`config.mk`:
```
export PLATFORM = sky130hd
export DESIGN_NAME = if_fetch_unit
export DESIGN_NICKNAME = d
export VERILOG_FILES = /design/src/rtl/if_fetch_unit.sv
export SDC_FILE = /design/constraint.sdc
export NUM_CORES = 1
export LEC_CHECK = 0
export ABC_CLOCK_PERIOD_IN_PS = 4600
export BUFFER_PORTS_ARGS = -buffer_cell sky130_fd_sc_hd__buf_2
export CORE_MARGIN = 5
export CORE_UTILIZATION = 44
export DETAILED_ROUTE_END_ITERATION = 6
export MAX_ROUTING_LAYER = met4
export PLACE_DENSITY_LB_ADDON = 0.3
export SKIP_LAST_GASP = 1
export SLEW_MARGIN = 5
export SYNTH_ARGS = -nofsm -noshare
export SYNTH_HDL_FRONTEND = slang
export SYNTH_SLANG_ARGS = --single-unit
```
`constraint.sdc`:
```
create_clock -name clk -period 4.6 [get_ports clk]
set_input_delay 0.69 -clock clk [delete_from_list [all_inputs] [get_ports clk]]
set_output_delay 0.69 -clock clk [all_outputs]
set_load 0.01 [all_outputs]
```
`src/rtl/if_fetch_unit.sv`:
```
// ---------------------------------------------------------------------------
// if_fetch_unit
//
// Instruction-fetch stage sitting between the PC register and the IF/ID
// pipeline register. Issues the current PC to instruction memory over a
// req/ready handshake, drives the PC register write enable, and captures the
// returned instruction into IF/ID while honouring stall and flush.
// A one-entry hold buffer keeps an instruction that returns while ID is
// stalled. After a flush with a request still outstanding, the DRAIN state
// finishes that transfer and throws the data away.
//
// Ports:
//   clk         system clock, rising edge
//   reset       asynchronous active-low reset
//   pc_curr     current PC from the PC register
//   pc_write    PC register write enable
//   stall       ID cannot accept; IF/ID holds
//   flush       branch/jump taken; discard the fetch path
//   imem_req    fetch request valid
//   imem_addr   fetch address
//   imem_ready  memory completes the transfer this cycle
//   imem_rdata  fetched instruction
//   ifid_instr  IF/ID instruction
//   ifid_pc4    IF/ID PC+4
//   ifid_valid  IF/ID holds a real instruction
// ---------------------------------------------------------------------------
module if_fetch_unit #(
    parameter int unsigned    WORD = 32,
    parameter logic [WORD-1:0] NOP = '0
) (
    input  logic            clk,
    input  logic            reset,
    input  logic [WORD-1:0] pc_curr,
    output logic            pc_write,
    input  logic            stall,
    input  logic            flush,
    output logic            imem_req,
    output logic [WORD-1:0] imem_addr,
    input  logic            imem_ready,
    input  logic [WORD-1:0] imem_rdata,
    output logic [WORD-1:0] ifid_instr,
    output logic [WORD-1:0] ifid_pc4,
    output logic            ifid_valid
);

    typedef enum logic [1:0] {
        StReq,
        StHeld,
        StDrain
    } state_e;

    state_e          state_q, state_d;
    logic [WORD-1:0] buf_q, buf_d;
    logic [WORD-1:0] drain_addr_q, drain_addr_d;
    logic [WORD-1:0] instr_q, instr_d;
    logic [WORD-1:0] pc4_q, pc4_d;
    logic            valid_q, valid_d;

    logic [WORD-1:0] pc_plus4;

    // Wraps modulo 2^WORD.
    assign pc_plus4 = pc_curr + WORD'(4);

    // ------------------------------------------------------------------
    // State register
    // ------------------------------------------------------------------
    always_ff @(posedge clk or negedge reset) begin
        if (!reset) begin
            state_q      <= StReq;
            buf_q        <= '0;
            drain_addr_q <= '0;
            instr_q      <= NOP;
            pc4_q        <= '0;
            valid_q      <= 1'b0;
        end else begin
            state_q      <= state_d;
            buf_q        <= buf_d;
            drain_addr_q <= drain_addr_d;
            instr_q      <= instr_d;
            pc4_q        <= pc4_d;
            valid_q      <= valid_d;
        end
    end

    // ------------------------------------------------------------------
    // Next-state logic (flush > stall > normal in every state)
    // ------------------------------------------------------------------
    always_comb begin
        state_d      = state_q;
        buf_d        = buf_q;
        drain_addr_d = drain_addr_q;
        instr_d      = instr_q;
        pc4_d        = pc4_q;
        valid_d      = valid_q;

        unique case (state_q)
            StReq: begin
                if (flush) begin
                    instr_d = NOP;
                    pc4_d   = '0;
                    valid_d = 1'b0;
                    // Request still in flight: remember its address so it
                    // can be completed and discarded.
                    if (!imem_ready) begin
                        drain_addr_d = pc_curr;
                        state_d      = StDrain;
                    end
                end else if (imem_ready && !stall) begin
                    instr_d = imem_rdata;
                    pc4_d   = pc_plus4;
                    valid_d = 1'b1;
                end else if (imem_ready) begin
                    buf_d   = imem_rdata;
                    state_d = StHeld;
                end else if (!stall) begin
                    valid_d = 1'b0;
                end
            end

            StHeld: begin
                if (flush) begin
                    instr_d = NOP;
                    pc4_d   = '0;
                    valid_d = 1'b0;
                    state_d = StReq;
                end else if (!stall) begin
                    // PC was not advanced while held, so pc_curr still
                    // matches the buffered instruction.
                    instr_d = buf_q;
                    pc4_d   = pc_plus4;
                    valid_d = 1'b1;
                    state_d = StReq;
                end
            end

            StDrain: begin
                if (flush) begin
                    instr_d = NOP;
                    pc4_d   = '0;
                    valid_d = 1'b0;
                end else if (!stall) begin
                    valid_d = 1'b0;
                end
                if (imem_ready) begin
                    state_d = StReq;
                end
            end

            default: state_d = StReq;
        endcase
    end

    // ------------------------------------------------------------------
    // Output logic
    // ------------------------------------------------------------------
    always_comb begin
        pc_write  = 1'b0;
        imem_req  = 1'b0;
        imem_addr = pc_curr;

        unique case (state_q)
            StReq: begin
                imem_req = 1'b1;
                pc_write = flush | (imem_ready & ~stall);
            end
            StHeld: begin
                pc_write = flush | ~stall;
            end
            StDrain: begin
                imem_req  = 1'b1;
                imem_addr = drain_addr_q;
                pc_write  = flush;
            end
            default: ;
        endcase

        // Reset is asynchronous: drop the request and PC enable at once.
        if (!reset) begin
            pc_write = 1'b0;
            imem_req = 1'b0;
        end
    end

    assign ifid_instr = instr_q;
    assign ifid_pc4   = pc4_q;
    assign ifid_valid = valid_q;

endmodule

```
# Yosys cells after proc, flatten, opt, wreduce, memory -nomap -nowiden
# Index checks and enable logic that the tools add are counted.
# totals
ff_bits	131
inputBits	69
out_inout_bits	99
wordCells	66
# op_classes
n_addsub	1
n_eq_ne	10
muxes	32
n_bitwise	7
reduce_logical	10
# ops
op	count
$mux W32	10
$pmux W32 S3	2
$add A32 B3 Y32 const B	1
$ne A3 B3 Y1 const B	5
$mux W2	7
$mux W1	10
$reduce_and A4 Y1	2
$pmux W1 S3	2
$pmux W2 S3	1
$reduce_and A3 Y1	2
$reduce_and A5 Y1	1
$ne A2 B2 Y1 const B	2
$ne A4 B4 Y1 const B	1
$not A1 Y1	4
$reduce_bool A3 Y1	1
$eq A2 B1 Y1 const B	1
$eq A2 B2 Y1 const B	1
$logic_not A2 Y1	1
$or A1 B1 Y1	2
$reduce_or A2 Y1	1
$and A1 B1 Y1	1
$logic_and A1 B1 Y1	1
$logic_not A1 Y1	1

# Depth between registers and ports, before layout
# Gate-level depths: netlist (run 1).
# depth
depth_word	5
ltp_mapped	9
ltp_nobuf	7

# Worst setup path before layout (run 1)
# Ideal clock, no wire load.
# synth_path
path_kind	flip-flop to output port
start	reg state_q[0]
end	out imem_addr[10]
t_arrival_ns	1.605
required_ns	3.910
path_slack_ns	2.305
stages_incl_launch_ff	6
path_buffers	2
path_cell_list	dfrtp_1 -> inv_1 -> ha_1 -> clkbuf_1 -> buf_1 -> mux2_2
# synth_between
elab_chain_len	2
# synth_rtl
item	line_no	source
start, declared	52	state_e state_q, state_d;
start signal, assigned	69	state_q <= StReq;
start signal, assigned	76	state_q <= state_d;
$eq A2 B2 Y1	161	unique case (state_q)
$mux W32	161	
end, declared	38	output logic [WORD-1:0] imem_addr,
# No other way between the ends.

# Worst setup path in the final report (run 1)
# layout_path
start	reg state_q[0]
end	out pc_write
# layout_between
elab_chain_len	3
# layout_rtl
item	line_no	source
$eq A2 B2 Y1, or another cell as far along	161	
$pmux W1 S3 (*)	161	
$mux W1 (*)	178	if (!reset) begin
end, declared	34	output logic pc_write,
# Every way passes the cells marked *; elsewhere a longest branch is shown, timed or not.

==> metrics.txt, run 1 <==
Post-synth EDFFs 0; port bufs roughly 170; Detail Route Antenna Nets 0; final setup vio count 0; die width 128.4 um; pwr dens approximately 650 mW/mm^2; relative slew slack ~28%; remaining global-route overflow 0; initial core utilization ~45%; first-pass GRT wire length between 20000 and 25000 um; vias approximately 4700; worst slew pin tran approximately 1.1 ns; Rows 43; DRT Pass-1 Iters 4; Async SR Flop Fraction 100.0%; Final Max Slew Viols 0; final worst slack 1.430 ns; proportion of layout cells with a drive suffix above 1 43.08%; CTS resizes 0; status finished clean; WP data required ~3.9 ns; Worst Skew 0.006869 ns; DPL Wire Length between 10000 and 15000 um; Post-Place Cell Area between 0.007 and 0.008 sq mm; YS warnings 0; drc violations 0; R2R setup slack about 1.7 ns; commonest cells after routing, fill and taps aside 166 x buf_2, 131 x dfrtp_1, 97 x mux2_2, 78 x nand2_1, 54 x o21ai_0; GP Congestion about 0.8; GRT Resource Usage Total 19.62%; Critical Path Sink Type output pin; Seq cells post-synth approximately 130; die area around 0.016 sq mm; synthesized area 0.006170 sq mm; filler cell count roughly 1200; antenna violations before repair 1; Top FF cell, synth dfrtp_1; worst-path maximum fanout 36; Core Region roughly 0.014 sq mm; Avg Vias per Cell roughly 5.2; Leak approximately 3.6 nW; Skew-Pair Late Insertion Delay around 0.41 ns; clk sink count ~130; DR WL/cell between 15 and 20 um; post-route setup TNS 0 ns; Nets about 800; Hold WS around 0.23 ns; unrepaired setup endpoints after global routing false; Routed Wire Length between 15000 and 20000 um; largest net degree at the start of global routing 76; die height 128.4 um; P&R area growth vs syn 25.21%; IO Pins between 150 and 200; Max H-tree Level 4; crit share post-route 68.91%; Place WS roughly 1.7 ns; hold_buf cts 0; register area share after synthesis 53.13%; Root Buffer clkbuf_16; total power between 4 and 5 mW; Synth Instances between 500 and 600; worst r2r src state_q[0]$_DFFE_PN0P_; Clk pin slew, worst setup/hold paths about 0.050 ns; final hold vios 0; fmax 315.5 MHz; post-CTS repair timing setup buffer count 0; via count of the first global-routing pass a little under 5000; FF-to-FF path depth 6; post-synth cell types 41; leading cell type in the layout, fill and taps excluded buf_2; crit path DAT about 2.5 ns; Mapped Nets around 630; Hold/Removal Path Class input port to asynchronous set/reset pin; CTS tree yes; Max clock buf depth 2; crit path kind flop to output pin; Final Instance Area around 0.0077 sq mm; minimum clock period roughly 3.2 ns; CTS buffer count 17; # Max-Cap Violations 0; Peak supply drop between 0.2 and 0.3 mV; startpoint types flop; Syn Area/Cell roughly 11 sq um; reg2reg end ifid_instr[5]$_DFFE_PN0P_; drt initial violations 199
==> worst max-delay path by stage <==
stage / slack (ns) / cells after the start / start / to
after floorplan: 2.31 / 5 / state_q[0]$_DFFE_PN0P_ / imem_addr[10]
after global placement: 1.87 / 6 / state_q[0]$_DFFE_PN0P_ / ifid_instr[2]$_DFFE_PN0P_
after detailed placement: 1.69 / 6 / state_q[0]$_DFFE_PN0P_ / ifid_pc4[11]$_DFFE_PN0P_
after CTS: 1.37 / 7 / state_q[0]$_DFFE_PN0P_ / pc_write
after global routing: 1.28 / 7 / state_q[0]$_DFFE_PN0P_ / pc_write
final: 1.43 / 7 / state_q[0]$_DFFE_PN0P_ / pc_write
==> metal layers <==
| layer | wire (um) | track usage [%] | share of wire, % |
|---|---|---|---|
| met5 | 0 | - | 0 |
| met2 | 7477 | 30.98 | 49 |
| met4 | 270 | 6.991 | 1.8 |
| met1 | 6528 | 24.23 | 43 |
| met3 | 996 | 5.521 | 6.5 |
==> state kept, by name, indices dropped and copies added (netlist names) <==
| name | flops |
|---|---|
| buf_q | 32 |
| drain_addr_q | 32 |
| ifid_instr | 32 |
| ifid_pc4 | 32 |
| state_q | 2 |
| ifid_valid | 1 |
==> where the power goes <==
group          total (mW)  switching, mW  internal, mW
Sequential           1.97          0.285          1.69
Combinational        1.74          0.942         0.799
Clock                1.27          0.454         0.821
==> logic make-up after synthesis <==
logic type | share of synthesized area, %
AOI/OAI and AO/OA | 10.30
xor gates and xnor gates | 3.833
adders and majority gates | 1.014
buffers and inverters | 2.575
DFF | 53.13
muxes | 18.03
and+or+nand+nor | 11.11
==> through the flow <==
step,util (%),cells
floorplan,-,551
global placement,51.85,868
detailed placement,51.85,868
CTS,55.85,895
global route,55.87,896
finish,55.87,896
==> layout make-up <==
| class | instances | area (sq um) | share of cell area [%] |
|---|---|---|---|
| Tap cell | 180 | 225.2 | 2.915 |
| Antenna cell | 1 | 2.502 | 0.03239 |
| Clock inverter | 6 | 82.58 | 1.069 |
| Sequential cell | 131 | 3278 | 42.44 |
| Multi-Input combinational cell | 380 | 2751 | 35.62 |
| Clock buffer | 21 | 470.5 | 6.090 |
| Inverter | 4 | 15.01 | 0.1944 |
| Timing Repair Buffer | 173 | 899.6 | 11.65 |
==> cell usage after synthesis, types with 4 or more instances <==
cell	instances	area, sq um
clkbuf_1	28	105.1
buf_1	6	22.52
ha_1	5	62.56
inv_1	4	15.01
dfrtp_1	131	3278
a22oi_1	32	240.2
xnor2_1	13	113.9
nand4_1	5	31.28
nor3_1	5	25.02
nor2_1	14	52.55
xor2_1	14	122.6
nand3_1	19	95.09
o21ai_0	54	270.3
nand2_1	78	292.8
o21ai_1	8	40.04
mux2_2	97	1092
==> worst max-delay path, cell delays in order, from the launching register on <==
cell	delay (ns)
dfrtp_1	0.41
inv_1	0.10
ha_2	0.77
nor2_1	0.15
nor2_1	0.15
nor2_1	0.05
nor4b_1	0.26
buf_2	0.18
Note: power is estimated with default switching activity, not from simulation.
==> run 2, diff against run 1 <==
--- a/config.mk
+++ b/config.mk
@@ -5,7 +5,7 @@
 export SDC_FILE = /design/constraint.sdc
 export NUM_CORES = 1
 export LEC_CHECK = 0
-export ABC_CLOCK_PERIOD_IN_PS = 4600
+export ABC_CLOCK_PERIOD_IN_PS = 2610
 export BUFFER_PORTS_ARGS = -buffer_cell sky130_fd_sc_hd__buf_2
 export CORE_MARGIN = 5
 export CORE_UTILIZATION = 44
==> constraint.sdc (replaced) <==
create_clock -name clk -period 2.61 [get_ports clk]
set_input_delay 0.3915 -clock clk [delete_from_list [all_inputs] [get_ports clk]]
set_output_delay 0.3915 -clock clk [all_outputs]
set_load 0.01 [all_outputs]
==> run 2 against run 1 <==
Against the previous run: hold slack lost 0.0052 ns; final cell count up 1.3%; utilization increased by 0.74 points; largest cell class unchanged; via count increased by 2.7%; routed wire length increased by 0.49%; critical path depth is 2 lower; cell area rose by 1.3%; critical path type unchanged; die area is the same.
==> metrics.txt, run 2 (synthesis results as in run 1) <==
hold path cells 2; initial core utilization 44.62% (unchanged); worst r2r src state_q[0]$_DFFE_PN0P_ (unchanged); worst hold start imem_rdata[7]; Critical Path Sink Type output pin (unchanged); R2R setup slack 0.40 ns (was 1.74 ns); die width 128.4 um (unchanged); startpoint types flop (unchanged); DR WL/cell 16.90 um (was 17.04 um); Peak supply drop 0.4903 mV (was 0.2864 mV); final setup vio count 0 (unchanged); crit path DAT 2.03 ns (was 2.48 ns); post-route setup TNS 0 ns (unchanged); Min-Delay Endpoint buf_q[7]$_DFFE_PN0P_; Clk pin slew, worst setup/hold paths 0.06 ns (was 0.05 ns); status finished clean (unchanged); crit share post-route between 90% and 100%; Final Instance Area 0.007828 sq mm (was 0.007725 sq mm); drt initial violations 287 (was 199); proportion of layout cells with a drive suffix above 1 43.66% (was 43.08%); Hold/Removal Path Class input port to flop (was input port to asynchronous set/reset pin); antenna violations before repair 2 (was 1); CTS buffer count 17 (unchanged); commonest cells after routing, fill and taps aside 166 x buf_2, 131 x dfrtp_1, 97 x mux2_2, 78 x nand2_1, 54 x o21ai_0 (unchanged); Detail Route Antenna Nets 0 (unchanged); area of the multi-input gates 0.002751 sq mm (unchanged); P&R area growth vs syn 26.87% (was 25.21%); FF-to-FF path depth 6 (unchanged); clk sink count 131 (unchanged); fmax about 410 MHz; CTS resizes 0 (unchanged); DRT Pass-1 Iters 5 (was 4); remaining global-route overflow 0 (unchanged); Skew-Pair Late Insertion Delay 0.41 ns (about the same); leading cell type in the layout, fill and taps excluded buf_2 (unchanged); pwr dens 1139 mW/mm^2 (was 645.5 mW/mm^2); total power 8.912 mW (was 4.986 mW); GP Congestion 0.8717 (was 0.7935); largest net degree at the start of global routing 129 (was 76); relative slew slack 44.26% (was 27.61%); hold_buf cts 1 (was 0); Nets 787 (was 781); drc violations 0 (unchanged); first-pass GRT wire length 24740 um (was 24780 um); post-CTS repair timing setup buffer count 0 (unchanged); die area 0.01649 sq mm (unchanged); Root Buffer clkbuf_16 (unchanged); Worst Skew 0.006221 ns (was 0.006869 ns); DPL Wire Length 10880 um (about the same); CTS tree yes (unchanged); Avg Vias per Cell 5.301 (was 5.229); worst slew pin tran 0.8361 ns (was 1.085 ns); final hold vios 0 (unchanged); via count of the first global-routing pass 4919 (was 4882); WP data required 2.22 ns (was 3.91 ns); worst-path maximum fanout 23 (was 36); port bufs 167 (unchanged); Post-Place Cell Area 0.007232 sq mm (was 0.007169 sq mm); Routed Wire Length 15350 um (was 15270 um); # Max-Cap Violations 0 (unchanged); vias 4813 (was 4685); crit path kind flop to output pin (unchanged); IO Pins 168 (unchanged); die height 128.4 um (unchanged); Leak 3.632 nW (was 3.577 nW); GRT Resource Usage Total 19.70% (was 19.62%); minimum clock period 2.420 ns; Max H-tree Level 4 (unchanged); Final Max Slew Viols 0 (unchanged); Core Region 0.01383 sq mm (unchanged); filler cell count 1172 (was 1225); Max clock buf depth 2 (unchanged); reg2reg end ifid_pc4[25]$_DFFE_PN0P_ (was ifid_instr[5]$_DFFE_PN0P_); unrepaired setup endpoints after global routing false (unchanged); FF+latch area 0.003278 sq mm (unchanged); Rows 43 (unchanged)
-- run 2: cell types whose count changed in the layout (fill, tap and decap cells not counted), sizes merged --
cell         change
clkbuf           +1
diode            +1
buf              +5
clkinv           +4
dlygate4sd3      +1
-- run 2: per-stage QoR --
step                      setup slack (ns)  cells  hold WS, ns  util [%]
final                               0.1904    908       0.2254     56.61
after floorplan                     0.6139    551      0.09591         -
after detailed placement            0.3521    873       0.1849     52.30
after global routing               0.06095    908       0.2103     56.61
after CTS                           0.1625    906       0.2060     56.57
after global placement              0.4348    873       0.1843     52.30
-- run 2: layout make-up --
cell class              count  share of cell area [%]
clock inverters            10                   1.359
diodes                      2                 0.06394
inverters                   4                  0.1918
clock buffers              22                   6.058
well taps                 180                   2.877
repair buffers            179                   12.42
multi-input cells         380                   35.15
flip-flops and latches    131                   41.88
-- run 2: worst max-delay path, cell delays in order, from the launching register on --
cell and delay [ns]:
dfrtp_1 0.41, inv_1 0.10, ha_2 0.22, buf_4 0.33
mux2_2 0.40, buf_2 0.15
-- run 2: worst max path at each step --
stage | startpoint | to | slack, ns | depth (start not counted)
after floorplan | state_q[0]$_DFFE_PN0P_ | imem_addr[10] | 0.61 | 5
after global placement | pc_curr[2] | ifid_pc4[28]$_DFFE_PN0P_ | 0.43 | 7
after detailed placement | state_q[0]$_DFFE_PN0P_ | ifid_pc4[6]$_DFFE_PN0P_ | 0.35 | 6
after CTS | state_q[0]$_DFFE_PN0P_ | imem_addr[25] | 0.16 | 5
after global routing | state_q[0]$_DFFE_PN0P_ | imem_addr[25] | 0.06 | 5
final | state_q[0]$_DFFE_PN0P_ | imem_addr[25] | 0.19 | 5
-- run 2: power breakdown --
| group | switching, mW | internal, mW | total (mW) |
|---|---|---|---|
| clock | 0.835 | 1.47 | 2.31 |
| sequential | 0.498 | 2.97 | 3.47 |
| combinational | 1.68 | 1.46 | 3.14 |
-- run 2: metal layers --
layer | GRT usage, % | vias up | routed length [um]
met3 | 5.479 | 14 | 856
met5 | - | - | 0
met2 | 31.17 | 149 | 7500
met1 | 24.60 | 2374 | 6764
li1 | - | 2276 | -
met4 | 6.367 | 0 | 225
